## config.mk

```make
export PLATFORM = sky130hd
export DESIGN_NAME = mul_rs_dispatch_flat
export DESIGN_NICKNAME = d
export VERILOG_FILES = /design/src/rtl/mul_rs_dispatch_if.sv /design/src/rtl/mul_rs_dispatch.sv /design/src/flat_wrapper.sv
export SDC_FILE = /design/constraint.sdc
export NUM_CORES = 1
export LEC_CHECK = 0
export CAP_MARGIN = 25
export CELL_PAD_IN_SITES_DETAIL_PLACEMENT = 0
export CELL_PAD_IN_SITES_GLOBAL_PLACEMENT = 1
export CORE_AREA = 2 2 135 137
export DETAILED_ROUTE_END_ITERATION = 16
export DIE_AREA = 0 0 137 139
export PLACE_DENSITY_LB_ADDON = 0.1
export SYNTH_ARGS = -nofsm -noshare
export SYNTH_HDL_FRONTEND = slang
export SYNTH_SLANG_ARGS = --single-unit
```

## constraint.sdc

```tcl
create_clock -name clk2 -period 4.9 [get_ports clk2]
set_input_delay 1.225 -clock clk2 [delete_from_list [all_inputs] [get_ports clk2]]
set_output_delay 1.225 -clock clk2 [all_outputs]
set_load 0.01 [all_outputs]
```

## src/rtl/mul_rs_dispatch_if.sv

```systemverilog
// Issue, CDB, exec-dispatch and status signals between the issue stage, the RS and the mul/div unit.
// The master drives issue, CDB, flush and completion. The slave (the RS) drives dispatch and status.
interface mul_rs_dispatch_if #(
   parameter int DW   = 8,
   parameter int TAGW = 4
);
   logic            iss_valid;
   logic            iss_ready;
   logic [3:0]      iss_func;
   logic [TAGW-1:0] iss_rd;
   logic [2:0]      iss_rob;
   logic            iss_q1_rdy;
   logic [DW-1:0]   iss_v1;
   logic [TAGW-1:0] iss_q1;
   logic            iss_q2_rdy;
   logic [DW-1:0]   iss_v2;
   logic [TAGW-1:0] iss_q2;
   logic            cdb_valid;
   logic [TAGW-1:0] cdb_rd;
   logic [DW-1:0]   cdb_data;
   logic            flush;
   logic            ex_b;
   logic [2:0]      ex_rs_index;
   logic [DW-1:0]   ex_rs1_data;
   logic [DW-1:0]   ex_rs2_data;
   logic [3:0]      ex_func;
   logic [TAGW-1:0] ex_rd;
   logic [2:0]      ex_rob_ind;
   logic            ex_done;
   logic [2:0]      ex_done_idx;
   logic [1:0]      count;
   logic            err_func;

   modport master (
      output iss_valid, iss_func, iss_rd, iss_rob, iss_q1_rdy, iss_v1, iss_q1,
             iss_q2_rdy, iss_v2, iss_q2, cdb_valid, cdb_rd, cdb_data, flush,
             ex_done, ex_done_idx,
      input  iss_ready, ex_b, ex_rs_index, ex_rs1_data, ex_rs2_data, ex_func,
             ex_rd, ex_rob_ind, count, err_func
   );

   modport slave (
      input  iss_valid, iss_func, iss_rd, iss_rob, iss_q1_rdy, iss_v1, iss_q1,
             iss_q2_rdy, iss_v2, iss_q2, cdb_valid, cdb_rd, cdb_data, flush,
             ex_done, ex_done_idx,
      output iss_ready, ex_b, ex_rs_index, ex_rs1_data, ex_rs2_data, ex_func,
             ex_rd, ex_rob_ind, count, err_func
   );
endinterface

```

## src/rtl/mul_rs_dispatch.sv

```systemverilog
// 3-entry mul/div reservation station: CDB wakeup, oldest-ready dispatch one cycle after operands are registered.
// Backpressure: iss_ready drops when all entries are busy or during flush. Only one exec op is in flight at a time.
module mul_rs_dispatch #(
   parameter int DEPTH = 3,
   parameter int DW    = 8,
   parameter int TAGW  = 4
) (
   input logic              clk2,
   input logic              rst_n,
   mul_rs_dispatch_if.slave rs
);
   logic [DEPTH-1:0] r_valid, r_disp, r_r1, r_r2;
   logic [3:0]       r_func [DEPTH];
   logic [TAGW-1:0]  r_rd   [DEPTH];
   logic [2:0]       r_rob  [DEPTH];
   logic [DW-1:0]    r_v1   [DEPTH];
   logic [DW-1:0]    r_v2   [DEPTH];
   logic [TAGW-1:0]  r_q1   [DEPTH];
   logic [TAGW-1:0]  r_q2   [DEPTH];
   logic [1:0]       r_age  [DEPTH];
   logic             r_exec_busy;
   logic             r_ex_b;
   logic [2:0]       r_ex_rs_index;
   logic [DW-1:0]    r_ex_rs1_data, r_ex_rs2_data;
   logic [3:0]       r_ex_func;
   logic [TAGW-1:0]  r_ex_rd;
   logic [2:0]       r_ex_rob_ind;
   logic             r_err_func;

   logic       w_free_vld, w_sel_vld, w_legal, w_issue, w_done_ok;
   logic [1:0] w_free_idx, w_sel_idx, w_sel_age, w_done_idx, w_count;

   always_comb begin
      w_free_vld = 1'b0;
      w_free_idx = 2'd0;
      w_count    = 2'd0;
      for (int i = DEPTH - 1; i >= 0; i--) begin
         if (!r_valid[i]) begin
            w_free_vld = 1'b1;
            w_free_idx = 2'(i);
         end
         w_count = w_count + {1'b0, r_valid[i]};
      end
      // Strict '>' keeps the lowest index on equal ages.
      w_sel_vld = 1'b0;
      w_sel_idx = 2'd0;
      w_sel_age = 2'd0;
      for (int i = 0; i < DEPTH; i++) begin
         if (r_valid[i] && !r_disp[i] && r_r1[i] && r_r2[i] &&
             (!w_sel_vld || r_age[i] > w_sel_age)) begin
            w_sel_vld = 1'b1;
            w_sel_idx = 2'(i);
            w_sel_age = r_age[i];
         end
      end
      w_legal    = (rs.iss_func == 4'b0010) || (rs.iss_func == 4'b0011);
      w_issue    = rs.iss_valid && rs.iss_ready;
      w_done_idx = rs.ex_done_idx[1:0];
      w_done_ok  = rs.ex_done && r_exec_busy && (rs.ex_done_idx < 3'(DEPTH)) &&
                   r_valid[w_done_idx] && r_disp[w_done_idx];
   end

   always_ff @(posedge clk2) begin
      if (!rst_n) begin
         r_valid       <= '0;
         r_disp        <= '0;
         r_r1          <= '0;
         r_r2          <= '0;
         for (int i = 0; i < DEPTH; i++) begin
            r_func[i] <= '0;
            r_rd[i]   <= '0;
            r_rob[i]  <= '0;
            r_v1[i]   <= '0;
            r_v2[i]   <= '0;
            r_q1[i]   <= '0;
            r_q2[i]   <= '0;
            r_age[i]  <= '0;
         end
         r_exec_busy   <= 1'b0;
         r_ex_b        <= 1'b0;
         r_ex_rs_index <= '0;
         r_ex_rs1_data <= '0;
         r_ex_rs2_data <= '0;
         r_ex_func     <= '0;
         r_ex_rd       <= '0;
         r_ex_rob_ind  <= '0;
         r_err_func    <= 1'b0;
      end else if (rs.flush) begin
         r_valid     <= '0;
         r_disp      <= '0;
         r_exec_busy <= 1'b0;
         r_ex_b      <= 1'b0;
      end else begin
         r_ex_b <= 1'b0;
         for (int i = 0; i < DEPTH; i++) begin
            if (r_valid[i] && rs.cdb_valid) begin
               if (!r_r1[i] && r_q1[i] == rs.cdb_rd) begin
                  r_v1[i] <= rs.cdb_data;
                  r_r1[i] <= 1'b1;
               end
               if (!r_r2[i] && r_q2[i] == rs.cdb_rd) begin
                  r_v2[i] <= rs.cdb_data;
                  r_r2[i] <= 1'b1;
               end
            end
         end
         if (w_done_ok) begin
            r_valid[w_done_idx] <= 1'b0;
            r_disp[w_done_idx]  <= 1'b0;
            r_exec_busy         <= 1'b0;
         end
         if (!r_exec_busy && w_sel_vld) begin
            r_ex_b             <= 1'b1;
            r_ex_rs_index      <= {1'b0, w_sel_idx};
            r_ex_rs1_data      <= r_v1[w_sel_idx];
            r_ex_rs2_data      <= r_v2[w_sel_idx];
            r_ex_func          <= r_func[w_sel_idx];
            r_ex_rd            <= r_rd[w_sel_idx];
            r_ex_rob_ind       <= r_rob[w_sel_idx];
            r_disp[w_sel_idx]  <= 1'b1;
            r_exec_busy        <= 1'b1;
         end
         if (w_issue && !w_legal) begin
            r_err_func <= 1'b1;
         end else if (w_issue) begin
            for (int i = 0; i < DEPTH; i++) begin
               if (r_valid[i] && r_age[i] != 2'd3) r_age[i] <= r_age[i] + 2'd1;
            end
            // The allocated slot is invalid in registered state, so no wakeup/done write collides with it.
            r_valid[w_free_idx] <= 1'b1;
            r_disp[w_free_idx]  <= 1'b0;
            r_age[w_free_idx]   <= 2'd0;
            r_func[w_free_idx]  <= rs.iss_func;
            r_rd[w_free_idx]    <= rs.iss_rd;
            r_rob[w_free_idx]   <= rs.iss_rob;
            r_q1[w_free_idx]    <= rs.iss_q1;
            r_q2[w_free_idx]    <= rs.iss_q2;
            r_r1[w_free_idx]    <= rs.iss_q1_rdy || (rs.cdb_valid && rs.cdb_rd == rs.iss_q1);
            r_r2[w_free_idx]    <= rs.iss_q2_rdy || (rs.cdb_valid && rs.cdb_rd == rs.iss_q2);
            r_v1[w_free_idx]    <= rs.iss_q1_rdy ? rs.iss_v1 :
                                   (rs.cdb_valid && rs.cdb_rd == rs.iss_q1) ? rs.cdb_data : rs.iss_v1;
            r_v2[w_free_idx]    <= rs.iss_q2_rdy ? rs.iss_v2 :
                                   (rs.cdb_valid && rs.cdb_rd == rs.iss_q2) ? rs.cdb_data : rs.iss_v2;
         end
      end
   end

   assign rs.iss_ready   = w_free_vld && !rs.flush;
   assign rs.count       = w_count;
   assign rs.ex_b        = r_ex_b;
   assign rs.ex_rs_index = r_ex_rs_index;
   assign rs.ex_rs1_data = r_ex_rs1_data;
   assign rs.ex_rs2_data = r_ex_rs2_data;
   assign rs.ex_func     = r_ex_func;
   assign rs.ex_rd       = r_ex_rd;
   assign rs.ex_rob_ind  = r_ex_rob_ind;
   assign rs.err_func    = r_err_func;
endmodule

```

## src/flat_wrapper.sv

```systemverilog
// flat-port wrapper written by rule: the top's interface ports become plain ports
module mul_rs_dispatch_flat 
#(
   parameter int DEPTH = 3,
   parameter int DW    = 8,
   parameter int TAGW  = 4
)
  (clk2, rst_n, rs_iss_valid, rs_iss_func, rs_iss_rd, rs_iss_rob, rs_iss_q1_rdy, rs_iss_v1, rs_iss_q1, rs_iss_q2_rdy, rs_iss_v2, rs_iss_q2, rs_cdb_valid, rs_cdb_rd, rs_cdb_data, rs_flush, rs_ex_done, rs_ex_done_idx, rs_iss_ready, rs_ex_b, rs_ex_rs_index, rs_ex_rs1_data, rs_ex_rs2_data, rs_ex_func, rs_ex_rd, rs_ex_rob_ind, rs_count, rs_err_func);
  mul_rs_dispatch_if #(.DW(DW), .TAGW(TAGW)) rs_i ();
  input logic clk2;
  input logic rst_n;
  input wire logic [$bits(rs_i.iss_valid)-1:0] rs_iss_valid;
  input wire logic [$bits(rs_i.iss_func)-1:0] rs_iss_func;
  input wire logic [$bits(rs_i.iss_rd)-1:0] rs_iss_rd;
  input wire logic [$bits(rs_i.iss_rob)-1:0] rs_iss_rob;
  input wire logic [$bits(rs_i.iss_q1_rdy)-1:0] rs_iss_q1_rdy;
  input wire logic [$bits(rs_i.iss_v1)-1:0] rs_iss_v1;
  input wire logic [$bits(rs_i.iss_q1)-1:0] rs_iss_q1;
  input wire logic [$bits(rs_i.iss_q2_rdy)-1:0] rs_iss_q2_rdy;
  input wire logic [$bits(rs_i.iss_v2)-1:0] rs_iss_v2;
  input wire logic [$bits(rs_i.iss_q2)-1:0] rs_iss_q2;
  input wire logic [$bits(rs_i.cdb_valid)-1:0] rs_cdb_valid;
  input wire logic [$bits(rs_i.cdb_rd)-1:0] rs_cdb_rd;
  input wire logic [$bits(rs_i.cdb_data)-1:0] rs_cdb_data;
  input wire logic [$bits(rs_i.flush)-1:0] rs_flush;
  input wire logic [$bits(rs_i.ex_done)-1:0] rs_ex_done;
  input wire logic [$bits(rs_i.ex_done_idx)-1:0] rs_ex_done_idx;
  output wire logic [$bits(rs_i.iss_ready)-1:0] rs_iss_ready;
  output wire logic [$bits(rs_i.ex_b)-1:0] rs_ex_b;
  output wire logic [$bits(rs_i.ex_rs_index)-1:0] rs_ex_rs_index;
  output wire logic [$bits(rs_i.ex_rs1_data)-1:0] rs_ex_rs1_data;
  output wire logic [$bits(rs_i.ex_rs2_data)-1:0] rs_ex_rs2_data;
  output wire logic [$bits(rs_i.ex_func)-1:0] rs_ex_func;
  output wire logic [$bits(rs_i.ex_rd)-1:0] rs_ex_rd;
  output wire logic [$bits(rs_i.ex_rob_ind)-1:0] rs_ex_rob_ind;
  output wire logic [$bits(rs_i.count)-1:0] rs_count;
  output wire logic [$bits(rs_i.err_func)-1:0] rs_err_func;
  assign rs_i.iss_valid = rs_iss_valid;
  assign rs_i.iss_func = rs_iss_func;
  assign rs_i.iss_rd = rs_iss_rd;
  assign rs_i.iss_rob = rs_iss_rob;
  assign rs_i.iss_q1_rdy = rs_iss_q1_rdy;
  assign rs_i.iss_v1 = rs_iss_v1;
  assign rs_i.iss_q1 = rs_iss_q1;
  assign rs_i.iss_q2_rdy = rs_iss_q2_rdy;
  assign rs_i.iss_v2 = rs_iss_v2;
  assign rs_i.iss_q2 = rs_iss_q2;
  assign rs_i.cdb_valid = rs_cdb_valid;
  assign rs_i.cdb_rd = rs_cdb_rd;
  assign rs_i.cdb_data = rs_cdb_data;
  assign rs_i.flush = rs_flush;
  assign rs_i.ex_done = rs_ex_done;
  assign rs_i.ex_done_idx = rs_ex_done_idx;
  assign rs_iss_ready = rs_i.iss_ready;
  assign rs_ex_b = rs_i.ex_b;
  assign rs_ex_rs_index = rs_i.ex_rs_index;
  assign rs_ex_rs1_data = rs_i.ex_rs1_data;
  assign rs_ex_rs2_data = rs_i.ex_rs2_data;
  assign rs_ex_func = rs_i.ex_func;
  assign rs_ex_rd = rs_i.ex_rd;
  assign rs_ex_rob_ind = rs_i.ex_rob_ind;
  assign rs_count = rs_i.count;
  assign rs_err_func = rs_i.err_func;
  mul_rs_dispatch #(.DEPTH(DEPTH), .DW(DW), .TAGW(TAGW)) u_core (.clk2(clk2), .rst_n(rst_n), .rs(rs_i));
endmodule
```

==> results of run 1 <==
[tightest hold or removal path, cell delays in order, from the launching register on]
cell	delay (ps)
sky130_fd_sc_hd__dfxtp_1	310
sky130_fd_sc_hd__nand2_1	50
sky130_fd_sc_hd__a21boi_0	60
[stage by stage]
| stage | power [mW] | util [%] | worst slack (ps) | hold slack (ps) | instances |
|---|---|---|---|---|---|
| after global placement | 1.642 | 49.81 | 1048 | 451.8 | 984 |
| after global routing | 3.024 | 53.22 | 692.6 | 497.4 | 1017 |
| after detailed placement | 1.643 | 49.81 | 1007 | 473.3 | 984 |
| after floorplan | 1.545 | - | 1365 | 464.2 | 685 |
| after CTS | 2.955 | 53.13 | 989.9 | 482.7 | 1016 |
| final | 2.930 | 53.22 | 987.2 | 474.0 | 1017 |
[flip-flops by register name (all words and copies together) (netlist names), 2 cells and up]
name	flops
u_core.r_r2	3
u_core.r_v2	24
u_core.rs.ex_rd	4
u_core.rs.ex_func	4
u_core.rs.ex_rob_ind	3
u_core.r_v1	24
u_core.rs.ex_rs1_data	8
u_core.r_disp	3
u_core.r_age	6
u_core.r_q1	12
u_core.r_valid	3
u_core.r_q2	12
u_core.r_func	12
u_core.r_r1	3
u_core.r_rob	9
u_core.r_rd	12
u_core.rs.ex_rs2_data	8
u_core.rs.ex_rs_index	2
[where the power goes]
group | switching [mW] | internal [mW]
Combinational | 0.101 | 0.0742
Sequential | 0.0119 | 1.43
Clock | 0.557 | 0.757
[cell usage after synthesis (21+ instances only)]
cell type / instances
sky130_fd_sc_hd__nand2_1: 66
sky130_fd_sc_hd__inv_1: 21
sky130_fd_sc_hd__clkbuf_1: 22
sky130_fd_sc_hd__dfxtp_1: 50
sky130_fd_sc_hd__nor2_1: 21
sky130_fd_sc_hd__o21ai_0: 24
sky130_fd_sc_hd__a22o_1: 24
sky130_fd_sc_hd__edfxtp_1: 105
sky130_fd_sc_hd__xor2_1: 23
sky130_fd_sc_hd__a21oi_1: 34
sky130_fd_sc_hd__and2_1: 52
sky130_fd_sc_hd__o31ai_1: 29
[area by class of cell]
class	instances	area, um^2
Inverter	21	78.83
Fill cell	1563	8260
Timing Repair Buffer	119	1124
Multi-Input combinational cell	461	3167
Clock buffer	17	425.4
Clock inverter	15	161.4
Sequential cell	155	4154
Tap cell	229	286.5
[metal layers]
layer / vias to the layer above / wire length [um] / global-route usage [%]
li1: 2738 / - / -
met1: 2875 / 9419 / 32.56
met2: 256 / 10240 / 36.40
met3: 25 / 1481 / 5.154
met4: 0 / 230 / 5.046
met5: - / 0 / 0
[worst max path at each step]
stage,startpoint,slack (ps),to,cells past startpoint
3_5_place_dp,u_core.r_r2[0],1010,u_core.rs.ex_rs1_data[7],14
3_3_place_gp,rs_flush,1050,u_core.r_rob[2][1],6
4_1_cts,u_core.r_r2[0],990,u_core.rs.ex_rs1_data[1],14
6_report,u_core.r_r2[0],990,u_core.rs.ex_rs1_data[1],14
5_1_grt,u_core.r_r2[0],690,u_core.rs.ex_rs1_data[7],14
2_1_floorplan,rs_cdb_rd[3],1360,u_core.r_v2[2][0],5
[logic make-up (layout without fill, tap and decap cells)]
logic type      after synthesis  in the layout  synth area share [%]
xor+xnor                     33             33                 3.801
simple gates                216            216                 15.76
other cells                   1              7               0.04932
mux                          12             12                 1.711
compound gates              185            185                 18.43
flops                       155            155                 54.63
buf+inv                      69            172                 4.196
fa+ha+maj                     8              8                 1.415
==> implementation parameters, run 1 <==
Parameter                              Value

GRT
  Gr ovfl total    0
  Wire length of the first global-routing pass    between 30,000 and 40,000 um
  GR Util All Layers    a little under a quarter
  Maximum number of pins on one net before global-route repair    47
  Number of global-route vias before repair    approximately 5,700
  Number of antenna violations at the first check in global routing    0

Min path
  Tightest Hold Check Type    reg -> reg
  Worst hold path stage count    2
  Hold Path Sink    u_core.rs.ex_rs_index[0]
  Start point of the worst min-delay path    u_core.rs.ex_rs_index[0]

Placed design
  Placed standard-cell area    around 8800 um^2
  Total half-perimeter wirelength after legalization and detailed placement    14,640 um
  Final RePlAce weighted congestion    about 0.88
  Number of port buffers    91

Route
  Routed vias    slightly below 6,000
  Post-detailed-route wirelength per cell    21.01 um
  Remaining number of nets flagged by the antenna check after routing    0
  Number of DRC markers after the initial detailed-route iteration    between 400 and 500
  Post-detailed-route via-to-cell ratio    around 5.8
  Detailed-router iteration count before antenna repair    5
  Total detailed-routing wirelength    between 20,000 and 25,000 um
  Residual DRC    0

Setup path
  Largest fanout of any net on the critical path    20
  Cell breakdown of the critical path    and4b_1, nand2_1, ha_1, nor2b_1, o21ai_0, a21oi_2, buf_4, a22o_1, ha_1, a221oi_1, a211oi_2, buf_4, a221oi_1, a21oi_1
  Kind of end point of the critical path    flip-flop
  Worst path arrival time    ~4200 ps
  R2R Setup Slk    ~1000 ps
  Worst EP required    5200 ps
  Number of buffers and inverters on the critical path    2
  Capture point of the worst reg-to-reg path    u_core.rs.ex_rs1_data[1]
  Category of the worst setup path launch point    flip-flop
  Max incr delay on CP    roughly 480 ps
  Worst Reg-to-Reg Cells    14
  Worst r2r src    u_core.r_r2[0]
  Highest-delay cell along the critical path    sky130_fd_sc_hd__a221oi_1
  Critical path start-end classification    reg -> reg
  Family with the most delay on the worst path    compound AO/OA/AOI/OAI gates

Floorplan
  Number of rows created at floorplan    49
  Area inside the core boundary    approximately 18,000 um^2
  Die Ht    approximately 140 um
  Die outline width    137 um
  Die footprint    around 19,000 um^2
  Starting Density    approximately 43%
  I/O pin total    93

Run status
  Outcome    finished, final reports clean

Clocking
  Total clock sinks    155
  Setup repair bufs after CTS    0
  Post-CTS resize count    0
  Clock-pin slew of the registers on the worst-case setup and hold paths    around 70 ps
  Cts bufs inserted    17
  Clock tree from TritonCTS    done
  Clock root cell    sky130_fd_sc_hd__clkbuf_16
  Clock latency of the later-clocked register in the worst-skew pair    420 ps
  H-Tree Depth    4
  Total of hold buffers inserted after clock tree synthesis    0
  Largest buffer count on any clock path    2

STA
  Total negative slack for setup checks    0 ps
  Count of final hold-check violations    0
  Number of endpoints failing setup at the final stage    0
  Max Transition Viols Final    0
  Final period utilization    79.85%
  Highest clock frequency the design can meet    roughly 260 MHz
  Least-Margin Pin Slew    approximately 930 ps
  Unrepaired setup endpoints after global routing    false
  Worst slew margin relative to its limit    37.70%
  Minimum period implied by the final worst setup slack    between 3000 and 4000 ps
  Fin Clk Skew    9.599 ps

Yosys
  Synthesized instance count    a little under 700
  Count of synthesis-stage warnings from yosys    0
  Sequential cell area fraction in the yosys report    a little over half
  Combined area of all synthesized cells    between 7000 and 8000 um^2
  Flop and latch count out of synthesis    approximately 160
  Synthesized area divided by synthesized cell count    about 11 um^2
  Number of enable-type register cells in the synthesized netlist    between 100 and 150
  Top area cells in the synthesized netlist    sky130_fd_sc_hd__edfxtp_1 41%, sky130_fd_sc_hd__dfxtp_1 13%, sky130_fd_sc_hd__and2_1 4.3%
  Number of distinct library cells after synthesis    70
  Most instantiated flip-flop cell in the synthesis netlist    sky130_fd_sc_hd__edfxtp_1
  Biggest area consumer among synthesized cells    sky130_fd_sc_hd__edfxtp_1
  Share of the synthesized area in the top cell type    between 40% and 50%
  Post-synthesis async set-or-reset flop share    0%

Finish
  Final instance area    9397 um^2
  Commonest cells after routing, fill and taps aside    105 x sky130_fd_sc_hd__edfxtp_1, 90 x sky130_fd_sc_hd__clkdlybuf4s50_1, 66 x sky130_fd_sc_hd__nand2_1
  Diodes inserted    0
  Fraction of final layout cells with drive strength greater than 1    approximately an eighth
  Syn-to-layout area delta    23.58%
  Final-stage net count    841
  Leading cell type in the layout, fill and taps excluded    sky130_fd_sc_hd__edfxtp_1

Flow run
  Number of max-capacitance violations reported    0

Power
  Peak supply drop    around 0.00028 V
  Leak Pwr    about 3.4 nW
  Power per cell area    311.8 nW/um^2
Note: power is estimated with default switching activity, not from simulation.
==> run 2, diff against run 1 <==
==> constraint.sdc (replaced) <==
create_clock -name clk2 -period 3.8 [get_ports clk2]
set_input_delay 0.95 -clock clk2 [delete_from_list [all_inputs] [get_ports clk2]]
set_output_delay 0.95 -clock clk2 [all_outputs]
set_load 0.01 [all_outputs]
==> implementation parameters, run 2 (synthesis results as in run 1) <==
Parameter                              Value

Finish
  Final instance area    9527 um^2 (+1.4%)
  Final-stage net count    853 (+1.4%)
  Regs by FF count    u_core.r_v1 (24), u_core.r_v2 (24)
  Filler instances    1,543 (-1.3%)
  Commonest cells after routing, fill and taps aside    105 x sky130_fd_sc_hd__edfxtp_1, 90 x sky130_fd_sc_hd__clkdlybuf4s50_1, 66 x sky130_fd_sc_hd__nand2_1
  Register area    4154 um^2 (unchanged)
  Syn-to-layout area delta    25.29%
  Multi-input combinational cell area    3181 um^2 (+0.43%)
  Leading cell type in the layout, fill and taps excluded    sky130_fd_sc_hd__edfxtp_1
  Diodes inserted    0 (unchanged)
  Fraction of final layout cells with drive strength greater than 1    14.50% (+1.6 points)

STA
  Max Transition Viols Final    0 (unchanged)
  Least-Margin Pin Slew    999.2 ps (+64.62 ps)
  Highest clock frequency the design can meet    280.4 MHz (+9.7%)
  Worst slew margin relative to its limit    32.88% (-4.8 points)
  Final period utilization    93.84% (+14 points)
  Number of endpoints failing setup at the final stage    0 (unchanged)
  Minimum period implied by the final worst setup slack    3566 ps (-346.8 ps)
  Total negative slack for setup checks    0 ps (unchanged)
  Count of final hold-check violations    0 (unchanged)
  Fin Clk Skew    10.67 ps (+1.070 ps)

Power
  Power per cell area    403.0 nW/um^2 (+29%)
  Leak Pwr    3.505 nW (+2.2%)
  Peak supply drop    0.0003532 V (+25%)

Route
  Total detailed-routing wirelength    21,420 um (+0.21%)
  Routed vias    5,860 (-0.58%)
  Post-detailed-route via-to-cell ratio    5.695 (-1.7%)
  Detailed-router iteration count before antenna repair    6 (+1)
  Remaining number of nets flagged by the antenna check after routing    0 (unchanged)
  Number of DRC markers after the initial detailed-route iteration    481 (+11%)
  Residual DRC    0 (unchanged)
  Post-detailed-route wirelength per cell    20.81 um (-0.96%)

Clocking
  Setup repair bufs after CTS    0 (unchanged)
  Clock-pin slew of the registers on the worst-case setup and hold paths    60 ps (about the same)
  Cts bufs inserted    17 (unchanged)
  Total clock sinks    155 (unchanged)
  Clock tree from TritonCTS    done
  Clock root cell    sky130_fd_sc_hd__clkbuf_16
  Total of hold buffers inserted after clock tree synthesis    0 (unchanged)
  H-Tree Depth    4 (unchanged)
  Largest buffer count on any clock path    2 (unchanged)
  Clock latency of the later-clocked register in the worst-skew pair    430 ps (about the same)
  Post-CTS resize count    0 (unchanged)

GRT
  Wire length of the first global-routing pass    32,840 um (-1.1%)
  Number of global-route vias before repair    5,798 (+1.6%)
  Gr ovfl total    0 (unchanged)
  GR Util All Layers    22.98% (-0.11 points)
  Maximum number of pins on one net before global-route repair    41 (-13%)
  Number of antenna violations at the first check in global routing    0 (unchanged)

Run status
  Outcome    finished, final reports clean

Setup path
  Max incr delay on CP    430 ps (-50 ps)
  Cell type with the highest occurrence count on the critical path    sky130_fd_sc_hd__ha_1
  Category of the worst setup path launch point    flip-flop
  Highest-delay cell along the critical path    sky130_fd_sc_hd__a221oi_2
  Kind of end point of the critical path    flip-flop
  Largest fanout of any net on the critical path    19 (-5.0%)
  Worst path arrival time    3880 ps (-330 ps)
  Cell breakdown of the critical path    and4b_1, nand2_1, ha_1, nor2b_1, o21ai_1, a21oi_2, a22o_1, ha_1, a221oi_2, a211oi_2, buf_4, a32o_1, a31o_2
  Worst EP required    4120 ps (-1080 ps)
  Critical path start-end classification    reg -> reg

Flow run
  Number of max-capacitance violations reported    0 (unchanged)

Floorplan
  Die footprint    19,040 um^2 (unchanged)
  Number of rows created at floorplan    49 (unchanged)
  Area inside the core boundary    17,660 um^2 (unchanged)
  I/O pin total    93 (unchanged)
  Die outline width    137 um (unchanged)
  Die Ht    139 um (unchanged)
  Starting Density    43.06% (unchanged)

Placed design
  Total half-perimeter wirelength after legalization and detailed placement    14,810 um (+1.1%)
  Number of port buffers    91 (unchanged)
  Final RePlAce weighted congestion    0.8711 (-1.3%)
  Placed standard-cell area    8905 um^2 (+1.3%)

Min path
  Tightest Hold Check Type    reg -> reg
## run 2: worst max-delay path: cells and delay by family, from the launching register on
| kind | cells | cell delay (ps) |
|---|---|---|
| compound gates | 7 | 1620 |
| fa+ha+maj | 2 | 650 |
| buf+inv | 1 | 250 |
| flops | 1 | 420 |
| simple gates | 3 | 520 |
## run 2: path summary, 6_finish.rpt
check	depth (start not counted)	startpoint	to	slack [ps]
worst max-delay path	13	u_core.r_r2[0]	u_core.rs.ex_rs2_data[5]	230
worst min-delay path	2	u_core.rs.ex_rs_index[0]	u_core.rs.ex_rs_index[0]	480
worst max register to register	13	u_core.r_r2[0]	u_core.rs.ex_rs2_data[5]	230
worst min register to register	2	u_core.rs.ex_rs_index[0]	u_core.rs.ex_rs_index[0]	480
## run 2: layout make-up
cell class / count / area share [%]
inverters: 21 / 0.8274
multi-input cells: 461 / 33.39
flip-flops and latches: 155 / 43.60
repair buffers: 131 / 12.79
clock inverters: 15 / 1.918
well taps: 229 / 3.008
clock buffers: 17 / 4.465
## run 2: through the flow
stage	std cells	hold WS (ps)	total power [mW]	setup WS, ps	util, %
floorplan	685	464.2	1.993	311.3	-
finish	1029	479.7	3.839	234.0	53.95
detailed placement	997	485.8	2.122	123.0	50.43
global route	1029	520.4	3.945	-2.491	53.95
global placement	996	455.1	2.118	99.63	50.39
CTS	1029	493.2	3.866	81.01	53.88
## run 2: report_power, final
part,switching (mW),internal (mW)
combinational,0.129,0.0996
sequential,0.0146,1.84
clock,0.759,0.995
## run 2: metal layers
metal | vias up | track usage (%) | part of all wire (%)
li1 | 2762 | - | -
met1 | 2872 | 30.67 | 43
met2 | 192 | 37.47 | 49
met3 | 34 | 4.532 | 5.8
met4 | 0 | 7.325 | 1.8
met5 | - | 0 | 0
==> RTL edit 1: new RTL, flow settings as in run 2 <==
`DW` is set to 8 in 3 places; all go to 12.
--- a/src/rtl/mul_rs_dispatch_if.sv
+++ b/src/rtl/mul_rs_dispatch_if.sv
@@ -2,5 +2,5 @@
 // The master drives issue, CDB, flush and completion. The slave (the RS) drives dispatch and status.
 interface mul_rs_dispatch_if #(
-   parameter int DW   = 8,
+   parameter int DW   = 12,
    parameter int TAGW = 4
 );
--- a/src/rtl/mul_rs_dispatch.sv
+++ b/src/rtl/mul_rs_dispatch.sv
@@ -3,5 +3,5 @@
 module mul_rs_dispatch #(
    parameter int DEPTH = 3,
-   parameter int DW    = 8,
+   parameter int DW    = 12,
    parameter int TAGW  = 4
 ) (
--- a/src/flat_wrapper.sv
+++ b/src/flat_wrapper.sv
@@ -3,5 +3,5 @@
 #(
    parameter int DEPTH = 3,
-   parameter int DW    = 8,
+   parameter int DW    = 12,
    parameter int TAGW  = 4
 )
Ports: changed (5 resized); port bits go from 93 to 113. The function was not compared with the original's and may differ.
==> RTL edit 1 against run 2 <==
Highest routed layer unchanged. Final area rose by 20%. Sequential share of layout area increased by 0.29 points. Core utilization is 11 points higher. Critical path type unchanged. Power is 11% higher. Sequential cell count increased by 32. Worst setup slack better by 0.14 ns. Wire length grew 25%. Area after synthesis grew 23%. Critical path depth up 3.
==> RTL edit 1: results (changes against run 2) <==
status completed; Layout Nets 1058 (+24%); post-cts repair resize count 0 (unchanged); Worst R2R Path Depth 16 (+3); delay-heaviest family, CP simple AND/OR/NAND/NOR gates; Pint 3.23 mW (+10%); post-DR wirelength/cell 21.9 um (+5.1%); synth top area cells edfxtp_1 42%, dfxtp_1 12%, o31ai_1 4.2%, a21oi_1 3.6%, mux2i_1 3.6%; Worst Path Arrival 3.78 ns (-0.10 ns); GPL Wtd Cong 0.850 (-2.4%); WHS 0.489 ns (+0.00967 ns); Yosys cell types 68 (-2.9%); fin. max-slew vios 0 (unchanged); Setup WS pre-CTS 0.190 ns (+0.0666 ns); Max stage delay on crit path 0.39 ns (-0.04 ns); ys flop type edfxtp_1; HP Start u_core.rs.ex_rs_index[1]; Post-synth EDFFs 129 (+23%); drt via density 6.09 (+6.9%); hold path endpoint u_core.rs.ex_rs_index[1]; post-synthesis average cell area 10.9 um2 (-2.8%); VDD IR-drop max 0.386 mV (+9.2%); clock skew 0.00923 ns (-0.00144 ns); number of global-route vias before repair 7487 (+29%); DP Area 10900 um2 (+22%); worst setup path start u_core.r_r2[0]; Flop pwr share 52.8% (+4.4 points); layout cells sized above 1 12.2% (-2.3 points); number of port buffers 111 (+22%); vias 7437 (+27%); Worst R2R End u_core.r_disp[0]; filler cell count 1400 (-9.3%); first-pass GRT wire length 41100 um (+25%); dpl hpwl 18000 um (+22%); Post-Place Cells 1190 (+19%); largest registers u_core.r_v1 x36, u_core.r_v2 x36; CP max stage cell dfxtp_1; initial antenna violation count 0 (unchanged); Clock Path Buffers 2 (unchanged); normalized max-slew margin 51.3% (+18 points); Hold WC Path Type reg -> reg; gr usage total 28.5% (+5.6 points); register area share after synthesis 54.0% (-0.66 points); most common library cells after synthesis 129 x edfxtp_1, 90 x nand2_1, 68 x a21oi_1, 58 x dfxtp_1, 52 x o31ai_1; largest net degree at the start of global routing 39 (-4.9%); Pwr top sequential cells; Power Total 4.25 mW (+11%); Comb group 288 uW (+26%); insertion delay to the later sink of the worst-skew pair 0.43 ns (about the same); root buffer cell clkbuf_16; diodes inserted 0 (unchanged); Leakage 4.11 nW (+17%); flop2flop setup slack 0.37 ns (+0.14 ns); initial DRC count 649 (+35%); maximum fanout along the worst path 33 (+14); postcts setup bufs 0 (unchanged)
[RTL edit 1: changes by cell type after synthesis, sizes merged, moves of 18 or more]
cell / change
mux2i: +30
edfxtp: +24
clkbuf: +19
a2bb2oi: +19
a21oi: +34
o31ai: +24
nand2: +24
a221oi: -18
[RTL edit 1: worst register-to-register path, delay by kind of cell, from the launching register on]
family	cells	cell delay, ns
AND/OR/NAND/NOR	6	1.01
AO/OA/AOI/OAI	6	0.98
adder cells (fa/ha/maj)	2	0.56
buffers and inverters	2	0.42
flip-flops	1	0.39
[RTL edit 1: cell families after synthesis]
logic type      Yosys count  synth area share (%)
compound gates          270                  20.2
simple gates            236                  13.4
flops                   187                  54.0
buf+inv                  84                  3.96
mux                      38                  4.13
xor+xnor                 33                  3.10
fa+ha+maj                 8                  1.15
other cells               1                0.0402
[RTL edit 1: routing by layer]
layer  part of all wire [%]  routed length (um)  track usage (%)
met4                    3.0                 804             11.8
met3                    7.6                2040             5.77
met2                     50               13300             47.7
met5                      0                   0                0
met1                     40               10600             35.9
[RTL edit 1: layout make-up]
cell class                 instances  area, um2  area share [%]
sequential                       187       5030            43.9
inverter                          21       78.8           0.687
timing repair buffer             161       1500            13.1
tap                              229        287            2.50
clock buffer                      18        439            3.83
clock inverter                    14        131            1.15
multi-input combinational        592       4000            34.8
[RTL edit 1: worst max-delay path by stage]
stage	endpoint	slack, ns	cells past startpoint
floorplan	u_core.rs.ex_rs_index[1]	0.04	17
CTS	u_core.rs.ex_rs2_data[11]	0.25	15
detailed placement	u_core.r_v2[0][8]	0.19	6
global placement	u_core.r_v1[1][5]	0.20	6
finish	u_core.r_disp[0]	0.37	16
global route	u_core.r_disp[0]	0.04	16
==> RTL edit 2: new RTL, config.mk and constraints of run 2 <==
Made on the original files. Reset style: asynchronous (`rst_n`), changed in one clocked block.
--- a/src/rtl/mul_rs_dispatch.sv
+++ b/src/rtl/mul_rs_dispatch.sv
@@ -61,5 +61,5 @@
    end
 
-   always_ff @(posedge clk2) begin
+   always_ff @(posedge clk2 or negedge rst_n) begin
       if (!rst_n) begin
          r_valid       <= '0;
Check against the original RTL: differs if rst_n is asserted again (counterexample within 4 cycles, from zero or initial values and one cycle with rst_n low); with rst_n held inactive, the same outputs for 4 cycles.
==> RTL edit 2 against run 2 <==
Final area grew 0.58%. Count of clock-buffer cells in the layout grew 5. Critical path type unchanged. Power grew 3.5%. Synthesized cell count grew 21%. Fmax grew 2.2%. Wire length grew 11%. Area after synthesis grew 1.8%. Worst setup slack gained 0.076 ns. Sequential cell count is the same.
==> RTL edit 2: results (changes against run 2) <==
status completed; number of global-route vias before repair 7007 (+21%); Synth async-reset ratio 100% (+100 points); met3 WL 1450 um (+17%); mux contribution to synthesized area 2.08% (+0.37 points); largest area contributor in the netlist dfrtp_1; WL met2 11600 um (+10%); GPL Wtd Cong 0.852 (-2.1%); register area share after synthesis 50.1% (-4.5 points); HP Start u_core.rs.err_func; crit path to u_core.rs.ex_rs2_data[5]; Worst Path Arrival 3.84 ns (-0.04 ns); Post-Synth XOR/XNOR Area 3.85% (+0.045 points); post-synthesis compound-gate area fraction 18.5% (+0.090 points); maximum fanout along the worst path 15 (-4); FFs & Latches 155 (unchanged); hold depth 1 (-1); Max Clock Freq 0.286 GHz (+2.2%); flop2flop setup slack 0.31 ns (+0.08 ns); clock buf count 22 (+5); Post-Place Cells 1122 (+13%); post-DR wirelength/cell 20.6 um (-1.2%); multi-input gates 554 (+20%); VDD IR-drop max 0.386 mV (+9.2%); ys flop type dfrtp_1
-- RTL edit 2: cell count changes after synthesis, moves of 38 or more --
cell	delta
dfrtp_1	+155
inv_1	+38
edfxtp_1	-105
nand2_1	+128
and2_1	-45
dfxtp_1	-50
-- RTL edit 2: timing repair --
| action | 4_1_cts | 5_1_grt |
|---|---|---|
| hold buffers | 0 | 0 |
| gates resized for setup | 0 | 1 |
| endpoints found under the setup margin | 0 | 10 |
-- RTL edit 2: per-stage QoR --
stage / utilization [%] / hold WS (ns)
after floorplan: - / 0.435
after global placement: 50.9 / 0.448
after detailed placement: 51.0 / 0.452
after CTS: 54.3 / 0.470
after global routing: 54.3 / 0.489
final: 54.3 / 0.475
-- RTL edit 2: where the power goes --
| group | switching (mW) | internal, mW | total, mW |
|---|---|---|---|
| logic | 0.213 | 0.204 | 0.417 |
| registers | 0.0776 | 1.76 | 1.84 |
| clock network | 0.674 | 1.04 | 1.71 |
| total | 0.965 | 3.01 | 3.97 |
